--- src/rtl/uart_rx.sv ---
// 8N1 UART receiver with 16x oversampling and 2-of-3 majority voting per bit.
// Latency: valid/frame_err about 9.56 bit times after the rx falling edge, plus 2 clk of synchronizer delay.
// Backpressure: none; each byte is presented as a one-cycle valid strobe and must be captured on that cycle.
//
// Ports:
//   clk       system clock, rising edge
//   rst       asynchronous reset, active-low
//   rx        serial line, idle high, asynchronous to clk
//   data_out  last correctly framed byte
//   valid     one-cycle pulse when data_out has been updated
//   frame_err one-cycle pulse when the stop bit was sampled low
//   busy      high while a frame is in progress
module uart_rx #(
  parameter int CLK_FREQ = 50_000_000,
  parameter int BAUD     = 9600,
  parameter int OS_DIV   = CLK_FREQ / (BAUD * 16)
) (
  input  logic       clk,
  input  logic       rst,
  input  logic       rx,
  output logic [7:0] data_out,
  output logic       valid,
  output logic       frame_err,
  output logic       busy
);

  typedef enum logic [1:0] {IDLE, START, DATA, STOP} state_t;

  localparam int              DIV_W   = (OS_DIV > 1) ? $clog2(OS_DIV) : 1;
  localparam logic [DIV_W-1:0] DIV_MAX = DIV_W'(OS_DIV - 1);

  state_t           state, state_nxt;
  logic             rx_m, rx_s, rx_prev;
  logic [DIV_W-1:0] div;
  logic [3:0]       tick_cnt;
  logic [2:0]       bit_cnt;
  logic [7:0]       shift;
  logic             s7, s8;

  logic os_tick, samp, decide, end_bit, maj;
  logic good_stb, err_stb;

  // Samples are taken on the first clk of oversample slots 7, 8 and 9, which
  // places them at 7/16, 8/16 and 9/16 of the bit -- centred on mid-bit.
  assign os_tick = (state != IDLE) && (div == DIV_MAX);
  assign samp    = (state != IDLE) && (div == '0);
  assign decide  = samp && (tick_cnt == 4'd9);
  assign end_bit = os_tick && (tick_cnt == 4'd15);
  assign maj     = (s7 & s8) | (s7 & rx_s) | (s8 & rx_s);
  assign busy    = (state != IDLE);

  // State register
  always_ff @(posedge clk or negedge rst) begin
    if (!rst) state <= IDLE;
    else      state <= state_nxt;
  end

  // Next-state and decision strobes
  always_comb begin
    state_nxt = state;
    good_stb  = 1'b0;
    err_stb   = 1'b0;
    unique case (state)
      IDLE: begin
        // Edge-triggered arm: a line stuck low never restarts a frame.
        if (rx_prev && !rx_s) state_nxt = START;
      end
      START: begin
        if (decide && maj)  state_nxt = IDLE;
        else if (end_bit)   state_nxt = DATA;
      end
      DATA: begin
        if (end_bit && (bit_cnt == 3'd7)) state_nxt = STOP;
      end
      STOP: begin
        // Decide mid-stop and return early so a back-to-back start edge is caught.
        if (decide) begin
          state_nxt = IDLE;
          good_stb  = maj;
          err_stb   = !maj;
        end
      end
      default: state_nxt = IDLE;
    endcase
  end

  // Synchronizer, oversample timing and datapath
  always_ff @(posedge clk or negedge rst) begin
    if (!rst) begin
      rx_m      <= 1'b1;
      rx_s      <= 1'b1;
      rx_prev   <= 1'b1;
      div       <= '0;
      tick_cnt  <= 4'd0;
      bit_cnt   <= 3'd0;
      shift     <= 8'h00;
      s7        <= 1'b1;
      s8        <= 1'b1;
      data_out  <= 8'h00;
      valid     <= 1'b0;
      frame_err <= 1'b0;
    end else begin
      rx_m    <= rx;
      rx_s    <= rx_m;
      rx_prev <= rx_s;

      // Divider parked at 0 in IDLE so bit phase starts at the detected edge.
      if (state == IDLE) begin
        div      <= '0;
        tick_cnt <= 4'd0;
      end else begin
        div <= os_tick ? '0 : div + DIV_W'(1);
        if (os_tick) tick_cnt <= tick_cnt + 4'd1;
      end

      if (state == START)               bit_cnt <= 3'd0;
      else if (state == DATA && end_bit) bit_cnt <= bit_cnt + 3'd1;

      if (samp && tick_cnt == 4'd7) s7 <= rx_s;
      if (samp && tick_cnt == 4'd8) s8 <= rx_s;

      if (state == DATA && decide) shift[bit_cnt] <= maj;

      if (good_stb) data_out <= shift;
      valid     <= good_stb;
      frame_err <= err_stb;
    end
  end

endmodule

--- config.mk ---
export PLATFORM = sky130hd
export DESIGN_NAME = uart_rx
export DESIGN_NICKNAME = d
export VERILOG_FILES = /design/src/rtl/uart_rx.sv
export SDC_FILE = /design/constraint.sdc
export NUM_CORES = 1
export LEC_CHECK = 0
export BUFFER_PORTS_ARGS = -buffer_cell sky130_fd_sc_hd__buf_2
export CAP_MARGIN = 10
export CORE_AREA = 2 2 80 82
export CTS_CLUSTER_DIAMETER = 50
export DETAILED_ROUTE_END_ITERATION = 16
export DIE_AREA = 0 0 82 84
export PLACE_DENSITY = 0.57
export SETUP_SLACK_MARGIN = 0.02
export SLEW_MARGIN = 15
export SYNTH_ARGS = -nofsm -noshare
export SYNTH_HDL_FRONTEND = slang
export SYNTH_SLANG_ARGS = --single-unit
--- constraint.sdc ---
create_clock -name clk -period 2.09 [get_ports clk]
set_input_delay 0.1045 -clock clk [delete_from_list [all_inputs] [get_ports clk]]
set_output_delay 0.1045 -clock clk [all_outputs]
set_load 0.05 [all_outputs]
After elaboration in Yosys (flattened, before gate mapping)
Index checks and enable logic that the tools add are counted.
Widths: inputs -> output; s select.
- bits in read-only memories: 0
- memory bits (writable): 0
- word-level logic and storage cells: 75
- bits in latches: 0
- memories kept: 0
- register bits after elaboration: 41
- reduce and logical (&&, ||, !) cells: 20
- magnitude comparators: 2
- multipliers: 0
- shift operators: 0
- add/subtract/negate cells: 3
- div/mod/pow operators: 0
- bitwise gates (word level): 5
- equality and inequality tests: 13
- multiplexer cells: 19
- operators by type and width (kind ; number):
    $mux 9 ; 2
    $eq 4x4->1 const B ; 3
    $logic_and 1x1->1 ; 12
    $mux 2 ; 5
    $add 9x1->9 const B ; 1
    $eq 9x9->1 const B ; 1
    $logic_not 9->1 ; 1
    $bwmux 8 ; 1
    $mux 4 ; 2
    $pmux 2 s4 ; 1
    $mux 3 ; 2
    $ne 2x2->1 const B ; 3
    $reduce_bool 2->1 ; 3
    $mux 1 ; 5
    $add 4x1->4 const B ; 1
    $eq 2x2->1 const B ; 2
    $eq 4x3->1 const B ; 1
    $lt 3x4->1 const B ; 1
    $reduce_and 4->1 ; 1
    $add 3x1->3 const B ; 1
    $and 1x1->1 ; 3
    $demux 1 s3 ; 1
    $eq 3x3->1 const B ; 1
    $ge 3x1->1 const B ; 1
    5 further kinds ; 7

Longest topological paths before layout
Gate-level depths: netlist of the first run.
- word-level depth: 6
- mapped depth: 7

Worst setup path after synthesis of the first run
No wires, ideal clock.
- path type: register to register
- from: reg div[0]
- to: reg shift[6]
- data arrival time: 1.672 ns
- setup slack: 0.291 ns
- period minus slack after synthesis: 1.799 ns
- path buffers: 1
- required time: 1.962 ns
- stages on the path, launching flop included: 8
- setup time: 0.128 ns
- path through: dfrtp_1 inv_1 ha_1 nor4b_4 and4_1 buf_4 and4_1 mux2_1
- cells in the longest elaborated chain, start to end: 4
- RTL lines (what ; line ; RTL):
    start, declared ; 34 ; logic [DIV_W-1:0] div;
    start signal, assigned ; 112 ; div <= os_tick ? '0 : div + DIV_W'(1);
    $logic_not 9->1 ; 46 ; assign samp = (state != IDLE) && (div == '0);
    $logic_and 1x1->1 ; 46 ;
    $logic_and 1x1->1 ; 47 ; assign decide = samp && (tick_cnt == 4'd9);
    $logic_and 1x1->1 ; 122 ; if (state == DATA && decide) shift[bit_cnt] <= maj;
    end signal, assigned by index ; 122 ;
    end, declared ; 37 ; logic [7:0] shift;
No other way between the ends.
A chain may end at the register's enable or synchronous reset.

Worst setup path in the final report of the first run
Ends and elaborated chain as after synthesis.

==> reports/results.md, run 1 <==
| Result | This run |
| --- | --- |
| List of cells traversed by the critical path | inv_1, ha_1, nor4b_4, and4_2, and4_1, mux2_1 |
| Post-synthesis mux area share | 11.98% |
| Antenna Cells | 0 |
| Worst stage delay on the critical path | 440 ps |
| Routability Congestion | 0.7534 |
| Fin crit share | 92.95% |
| Sequential cell area | 1032 um^2 |
| DRC violation total after the first TritonRoute iteration | 67 |
| RSZ-0062 raised after global routing | no |
| Total of flip-flops plus latches after synthesis | 41 |
| Clock Path Buffers | 2 |
| Critical path buffers and inverters | 1 |
| Status | completed |
| Syn Inst Count | 173 |
| Share of the synthesized area in the top cell type | 44.47% |
| Post-layout minimum cycle time | 1943 ps |
| Leakage Power | 0.001133 uW |
| Capture instance of the worst register-to-register path | shift[6]$_DFFE_PN0P_ |
| Synth warnings | 0 |
| Number of buffers added for setup after CTS | 0 |
| Number of top-level design ports | 14 |
| Total routing resource utilization after global routing | 12.48% |
| Biggest area contributors in the synthesized netlist | sky130_fd_sc_hd__dfrtp_1 44%, sky130_fd_sc_hd__dfstp_2 6.5%, sky130_fd_sc_hd__mux2_4 5.9% |
| Per-cell via count in the routed design | 4.791 |
| Number of fill cells | 618 |
| Hold violation total from the final report | 0 |
| Xor/xnor share of the synthesized area | 4.324% |
| Cell with the most instances after synthesis | sky130_fd_sc_hd__dfrtp_1 |
| Count of antenna-violating nets left after detailed routing | 0 |
| Maximum ir drop on the vdd rail | 0.0005178 V |
| Largest net degree at the start of global routing | 24 |
| Die area | 6888 um^2 |
| Proportion of synthesized flip-flops having asynchronous set or reset | 100.0% |
| Total routed wirelength | 3642 um |
| Critical path class | reg -> reg |
| Cell Count, Final, Fillers Out | 273 |
| CTS root buffer | sky130_fd_sc_hd__clkbuf_8 |
| Global-route wire length before repair | 6548 um |
| Power Dens Cells | 790.1 nW/um^2 |
| Master of the slowest instance on the critical path | sky130_fd_sc_hd__dfrtp_1 |
| Post-place instance area | 2217 um^2 |
| Count of input and output buffers | 13 |
| Kind of launch point of the worst setup path | register |
| Number of library cell types mapped by synthesis | 42 |
| Sort of element at the end of the critical path | register |
| Hpwl dp | 2652 um |
| Source-to-sink clock delay at the later pin of the worst-skew pair | 300 ps |
| # H-tree levels | 2 |
| Total Negative Setup Slacks | 0 ps |
| Fin nets | 205 |
| Depth of the most critical reg-to-reg path | 6 |
| Floorplan die height | 84 um |
| Dominant combinational cell family by area after synthesis | simple AND/OR/NAND/NOR gates |
| Number of rows in the core area | 29 |
| Arrival time at the worst endpoint | 2130 ps |
| Remaining routing DRC violations | 0 |
| Share of layout cells above drive strength 1 | 23.47% |
| Clock transition at the registers of the reported paths | 90 ps |
| Crit path max fanout | 8 |
| Post-Syn Area | 2026 um^2 |
| Post-route cell area | 2354 um^2 |
| Initial core utilization | 33.23% |
| Post-synthesis to final-layout area growth | 16.18% |
| Clock tree from TritonCTS | done |
| Nets in the synthesized netlist | 183 |
| Final setup violation count | 0 |
| Number of global-route vias before repair | 1360 |
| Worst reg-to-reg setup slack | 150 ps |
| Tightest Hold Check Type | in -> async |
| Relative slew margins | 67.71% |
| Share of synthesized area occupied by flip-flops and latches | 50.96% |
| Num CTS Buffers | 5 |
| Final clock skew | 10.71 ps |
| Required @ worst endpoint | 2280 ps |
| Placed cell count | 263 |
| Avg Inst Size Synth | 11.71 um^2 |
| Worst r2r src | div[0]$_DFF_PN0_ |
| Count of pins over their slew limit | 0 |
| Number of vias after detailed routing | 1308 |
| Adder-Cell Fraction of Synth Area | 4.880% |
| Largest delay contributor family on the critical path | simple AND/OR/NAND/NOR gates |
| Number of antenna violations at the first check in global routing | 0 |
| Number of clock sinks | 41 |
| Maximum capacitance violations | 0 |
| Area taken by multi-input logic gates | 929.6 um^2 |
| Area of the core region | 6096 um^2 |
| Top flip-flop cell by instance count after synthesis | sky130_fd_sc_hd__dfrtp_1 |
| Slew of the pin with the lowest slew margin | 482.6 ps |
| Simple logic cell fraction of the synthesized area | 21.00% |
| Compound-Gate Fraction of Synth Area | 3.644% |
| Maximum clock frequency | 514.8 MHz |
| Total global routing overflow | 0 |
| Leading cell types by count after synthesis | 36 x sky130_fd_sc_hd__dfrtp_1, 19 x sky130_fd_sc_hd__nor2_1, 10 x sky130_fd_sc_hd__mux2_1, 10 x sky130_fd_sc_hd__nand3_1 |
| EDFF count, synth | 0 |
| First drt pass iteration count | 4 |
| Chip Width | 82 um |
| Synth area leader | sky130_fd_sc_hd__dfrtp_1 |
| Routed length per placed instance | 13.34 um |
-- kinds of logic after synthesis --
| logic type | Yosys count |
|---|---|
| buffers and inverters | 15 |
| AO/OA/AOI/OAI | 11 |
| XOR/XNOR | 10 |
| adder cells (fa/ha/maj) | 8 |
| multiplexers | 19 |
| AND/OR/NAND/NOR | 69 |
| flip-flops | 41 |
-- repair_timing --
| action | in CTS | in global routing |
|---|---|---|
| resized for setup | 0 | 1 |
| endpoints found under the setup margin | 0 | 3 |
| hold buffers | 2 | 0 |
| endpoints found under the hold margin | 14 | 0 |
-- how the worst max path moves through the flow --
stage                     startpoint                    to  slack, ps  depth (start not counted)
finish              div[0]$_DFF_PN0_  shift[6]$_DFFE_PN0P_        150                          6
global route        div[0]$_DFF_PN0_      div[6]$_DFF_PN0_         20                          6
CTS                 div[0]$_DFF_PN0_  shift[6]$_DFFE_PN0P_        110                          6
detailed placement  div[0]$_DFF_PN0_  shift[6]$_DFFE_PN0P_        130                          6
global placement    div[0]$_DFF_PN0_  shift[6]$_DFFE_PN0P_        190                          6
floorplan           div[0]$_DFF_PN0_  shift[6]$_DFFE_PN0P_        290                          7
-- layout make-up --
| cell class | instances | area share [%] |
|---|---|---|
| multi-input combinational | 117 | 39.50 |
| inverter | 8 | 1.276 |
| timing repair buffer | 22 | 6.380 |
| clock buffer | 5 | 2.924 |
| tap | 77 | 4.094 |
| clock inverter | 3 | 1.967 |
| sequential | 41 | 43.86 |
-- state kept, by name, indices dropped and copies added, names as in the netlist, named ones only --
signal     flops
s7             1
rx_prev        1
s8             1
data_out       8
div            9
bit_cnt        3
rx_s           1
frame_err      1
valid          1
state          1
rx_m           1
tick_cnt       4
shift          8
-- power by group --
group	leakage [uW]	internal [uW]	switching (uW)	total (uW)
Clock	0.0000543	357	285	643
Combinational	0.000534	137	133	270
Sequential	0.000545	847	99.6	946
Total	0.00113	1340	518	1860
-- routing by layer --
metal	up-vias	wire, um	global-route usage (%)
met2	18	1723	19.36
met3	5	119	3.680
li1	653	-	-
met5	-	0	0
met1	632	1752	16.45
met4	0	47	4.242
-- cells in the final DEF (no fill, tap or decap), types with 3 or more instances in the layout --
cell and count:
sky130_fd_sc_hd__dfrtp_1 36, sky130_fd_sc_hd__nor2_1 19, sky130_fd_sc_hd__buf_2 13, sky130_fd_sc_hd__nand3_1 10
sky130_fd_sc_hd__mux2_1 10, sky130_fd_sc_hd__inv_1 8, sky130_fd_sc_hd__mux2_4 8, sky130_fd_sc_hd__nand2_1 7
sky130_fd_sc_hd__xor2_1 7, sky130_fd_sc_hd__ha_1 7, sky130_fd_sc_hd__buf_4 6, sky130_fd_sc_hd__nand4_1 5
sky130_fd_sc_hd__clkbuf_8 5, sky130_fd_sc_hd__dfstp_2 5, sky130_fd_sc_hd__and3_1 4, sky130_fd_sc_hd__xnor2_1 3
sky130_fd_sc_hd__nor3_1 3, sky130_fd_sc_hd__a21oi_1 3
-- per-stage QoR --
step	worst slack, ps	hold slack [ps]	total power (uW)	util (%)
6_report	147.4	276.4	1860	38.61
5_1_grt	23.51	317.2	1981	38.61
4_1_cts	113.1	300.6	1893	38.59
3_5_place_dp	125.7	75.50	1233	36.37
3_3_place_gp	191.3	73.19	1224	36.37
2_1_floorplan	290.7	-191.1	1151	-
Power figures use the tool's default switching activity.
==> inputs of run 2 (changes only) <==
--- a/config.mk
+++ b/config.mk
@@ -6,7 +6,7 @@
 export NUM_CORES = 1
 export LEC_CHECK = 0
 export BUFFER_PORTS_ARGS = -buffer_cell sky130_fd_sc_hd__buf_2
-export CAP_MARGIN = 10
+export CAP_MARGIN = 20
 export CORE_AREA = 2 2 80 82
 export CTS_CLUSTER_DIAMETER = 50
 export DETAILED_ROUTE_END_ITERATION = 16
==> constraint.sdc (replaced) <==
create_clock -name clk -period 2.09 [get_ports clk]
set_input_delay 0.418 -clock clk [delete_from_list [all_inputs] [get_ports clk]]
set_output_delay 0.418 -clock clk [all_outputs]
set_load 0.05 [all_outputs]
==> reports/results.md, run 2 (synthesized netlist as in run 1, its figures left out) <==
| Result | This run |
| --- | --- |
| Antenna Cells | 0 |
| Worst r2r src | div[0]$_DFF_PN0_ |
| Count of pins over their slew limit | 0 |
| Count of input and output buffers | 13 |
| Post-place instance area | 2230 um^2 |
| Total routing resource utilization after global routing | 12.18% |
| First drt pass iteration count | 4 |
| Kind of launch point of the worst setup path | register |
| Final clock skew | 8.802 ps |
| Area taken by multi-input logic gates | 932.1 um^2 |
| Global-route wire length before repair | 6458 um |
| Post-synthesis to final-layout area growth | 16.86% |
| Post-Route Utilization | 38.83% |
| Post-CTS Hold Fix Bufs | 0 |
| Sort of element at the end of the critical path | register |
| Cell Count, Final, Fillers Out | 271 |
| Worst stage delay on the critical path | 430 ps |
| Number of vias after detailed routing | 1321 |
| CTS root buffer | sky130_fd_sc_hd__clkbuf_8 |
| Maximum clock frequency | 519.9 MHz |
| Chip Width | 82 um |
| Clock transition at the registers of the reported paths | 90 ps |
| Final-layout worst hold slack | 65.09 ps |
| Tightest Hold Check Type | in -> async |
| Most common cell after layout, fill and taps aside | sky130_fd_sc_hd__dfrtp_1 |
| Area of the core region | 6096 um^2 |
| Number of fill cells | 617 |
| Status | completed |
| Power Dens Cells | 832.3 nW/um^2 |
| # H-tree levels | 2 |
| Arrival time at the worst endpoint | 2110 ps |
| Maximum capacitance violations | 0 |
| Clock tree from TritonCTS | done |
| Initial core utilization | 33.23% |
| Source-to-sink clock delay at the later pin of the worst-skew pair | 290 ps |
| Most frequent cells in the layout | 36 x sky130_fd_sc_hd__dfrtp_1, 18 x sky130_fd_sc_hd__nor2_1, 13 x sky130_fd_sc_hd__buf_2, 10 x sky130_fd_sc_hd__nand3_1, 10 x sky130_fd_sc_hd__mux2_1 |
| RSZ-0062 raised after global routing | no |
| Number of global-route vias before repair | 1353 |
| Number of rows in the core area | 29 |
| Crit path max fanout | 8 |
| Master of the slowest instance on the critical path | sky130_fd_sc_hd__dfrtp_1 |
| Routability Congestion | 0.7641 |
| Die area | 6888 um^2 |
| Total routed wirelength | 3667 um |
| Number of antenna violations at the first check in global routing | 0 |
| Biggest register | div |
| Maximum ir drop on the vdd rail | 0.0004580 V |
| First element of the critical path | div[0]$_DFF_PN0_ |
| List of cells traversed by the critical path | inv_1, ha_1, nor4b_4, and4_2, and4_1, mux2_1 |
| Critical path class | reg -> reg |
| Largest registers | div: 9 flops, data_out: 8 flops, shift: 8 flops |
| Share of layout cells above drive strength 1 | 24.23% |
| Fin crit share | 92.03% |
| Fin nets | 203 |
| Required @ worst endpoint | 2270 ps |
| Largest net degree at the start of global routing | 24 |
| Post-layout minimum cycle time | 1923 ps |
| Hpwl dp | 2624 um |
| Number of clock sinks | 41 |
| Leakage Power | 0.001143 uW |
| Total Negative Setup Slacks | 0 ps |
| Slew of the pin with the lowest slew margin | 447.5 ps |
| Floorplan die height | 84 um |
| Count of antenna-violating nets left after detailed routing | 0 |
| Final setup violation count | 0 |
| Relative slew margins | 70.16% |
| Post-route cell area | 2367 um^2 |
| Total global routing overflow | 0 |
| Sequential cell area | 1032 um^2 |
| Clock Path Buffers | 2 |
| Depth of the most critical reg-to-reg path | 6 |
| Per-cell via count in the routed design | 4.875 |
| DRC violation total after the first TritonRoute iteration | 68 |
| Num CTS Buffers | 5 |
| Placed cell count | 263 |
| Flip-flop count of the largest register, all copies and words added | 9 |
| Remaining routing DRC violations | 0 |
| Hold violation total from the final report | 0 |
| Number of top-level design ports | 14 |
| Routed length per placed instance | 13.53 um |
## run 2: repair_timing
item	in CTS	in global routing
gates resized for setup	0	2
hold endpoints to repair	0	0
setup buffers	0	0
setup endpoints to repair	0	3
## run 2: worst paths after layout
path / endpoint / slack, ps
setup / recovery: shift[6]$_DFFE_PN0P_ / 170
hold / removal: bit_cnt[2]$_DFFE_PN0P_ / 70
setup reg to reg: shift[6]$_DFFE_PN0P_ / 170
hold reg to reg: rx_s$_DFF_PN1_ / 360
max in group asynchronous: div[7]$_DFF_PN0_ / 1560
min in group clk: rx_m$_DFF_PN1_ / 220
## run 2: per-layer routing
metal | part of all wire [%] | vias up | GRT usage, % | wire [um]
li1 | - | 652 | - | -
met1 | 50 | 643 | 16.12 | 1822
met2 | 46 | 21 | 19.22 | 1681
met3 | 3.5 | 5 | 3.355 | 130
met4 | 0.85 | 0 | 3.636 | 31
met5 | 0 | - | 0 | 0
## run 2: layout make-up
class                   count  area share [%]
flip-flops and latches     41           43.60
multi-input cells         117           39.38
repair buffers             20           6.025
well taps                  77           4.070
clock buffers               5           2.907
clock inverters             3           2.748
inverters                   8           1.268
## run 2: critical path, delay by kind of cell (launching register included)
family | cells | cell delay [ps]
buffers and inverters | 1 | 80
muxes | 1 | 310
DFF | 1 | 430
and+or+nand+nor | 3 | 800
adders and majority gates | 1 | 190
## run 2: through the flow
step,power (uW),setup slack (ps)
final,1970,166.5
after global routing,2068,43.79
after CTS,1989,111.9
after detailed placement,1231,122.7
after global placement,1226,196.0
after floorplan,1151,290.7
## run 2: where the power goes
group	switching (uW)	internal, uW
clock network	280	475
logic	135	137
registers	95.7	847
total	511	1460
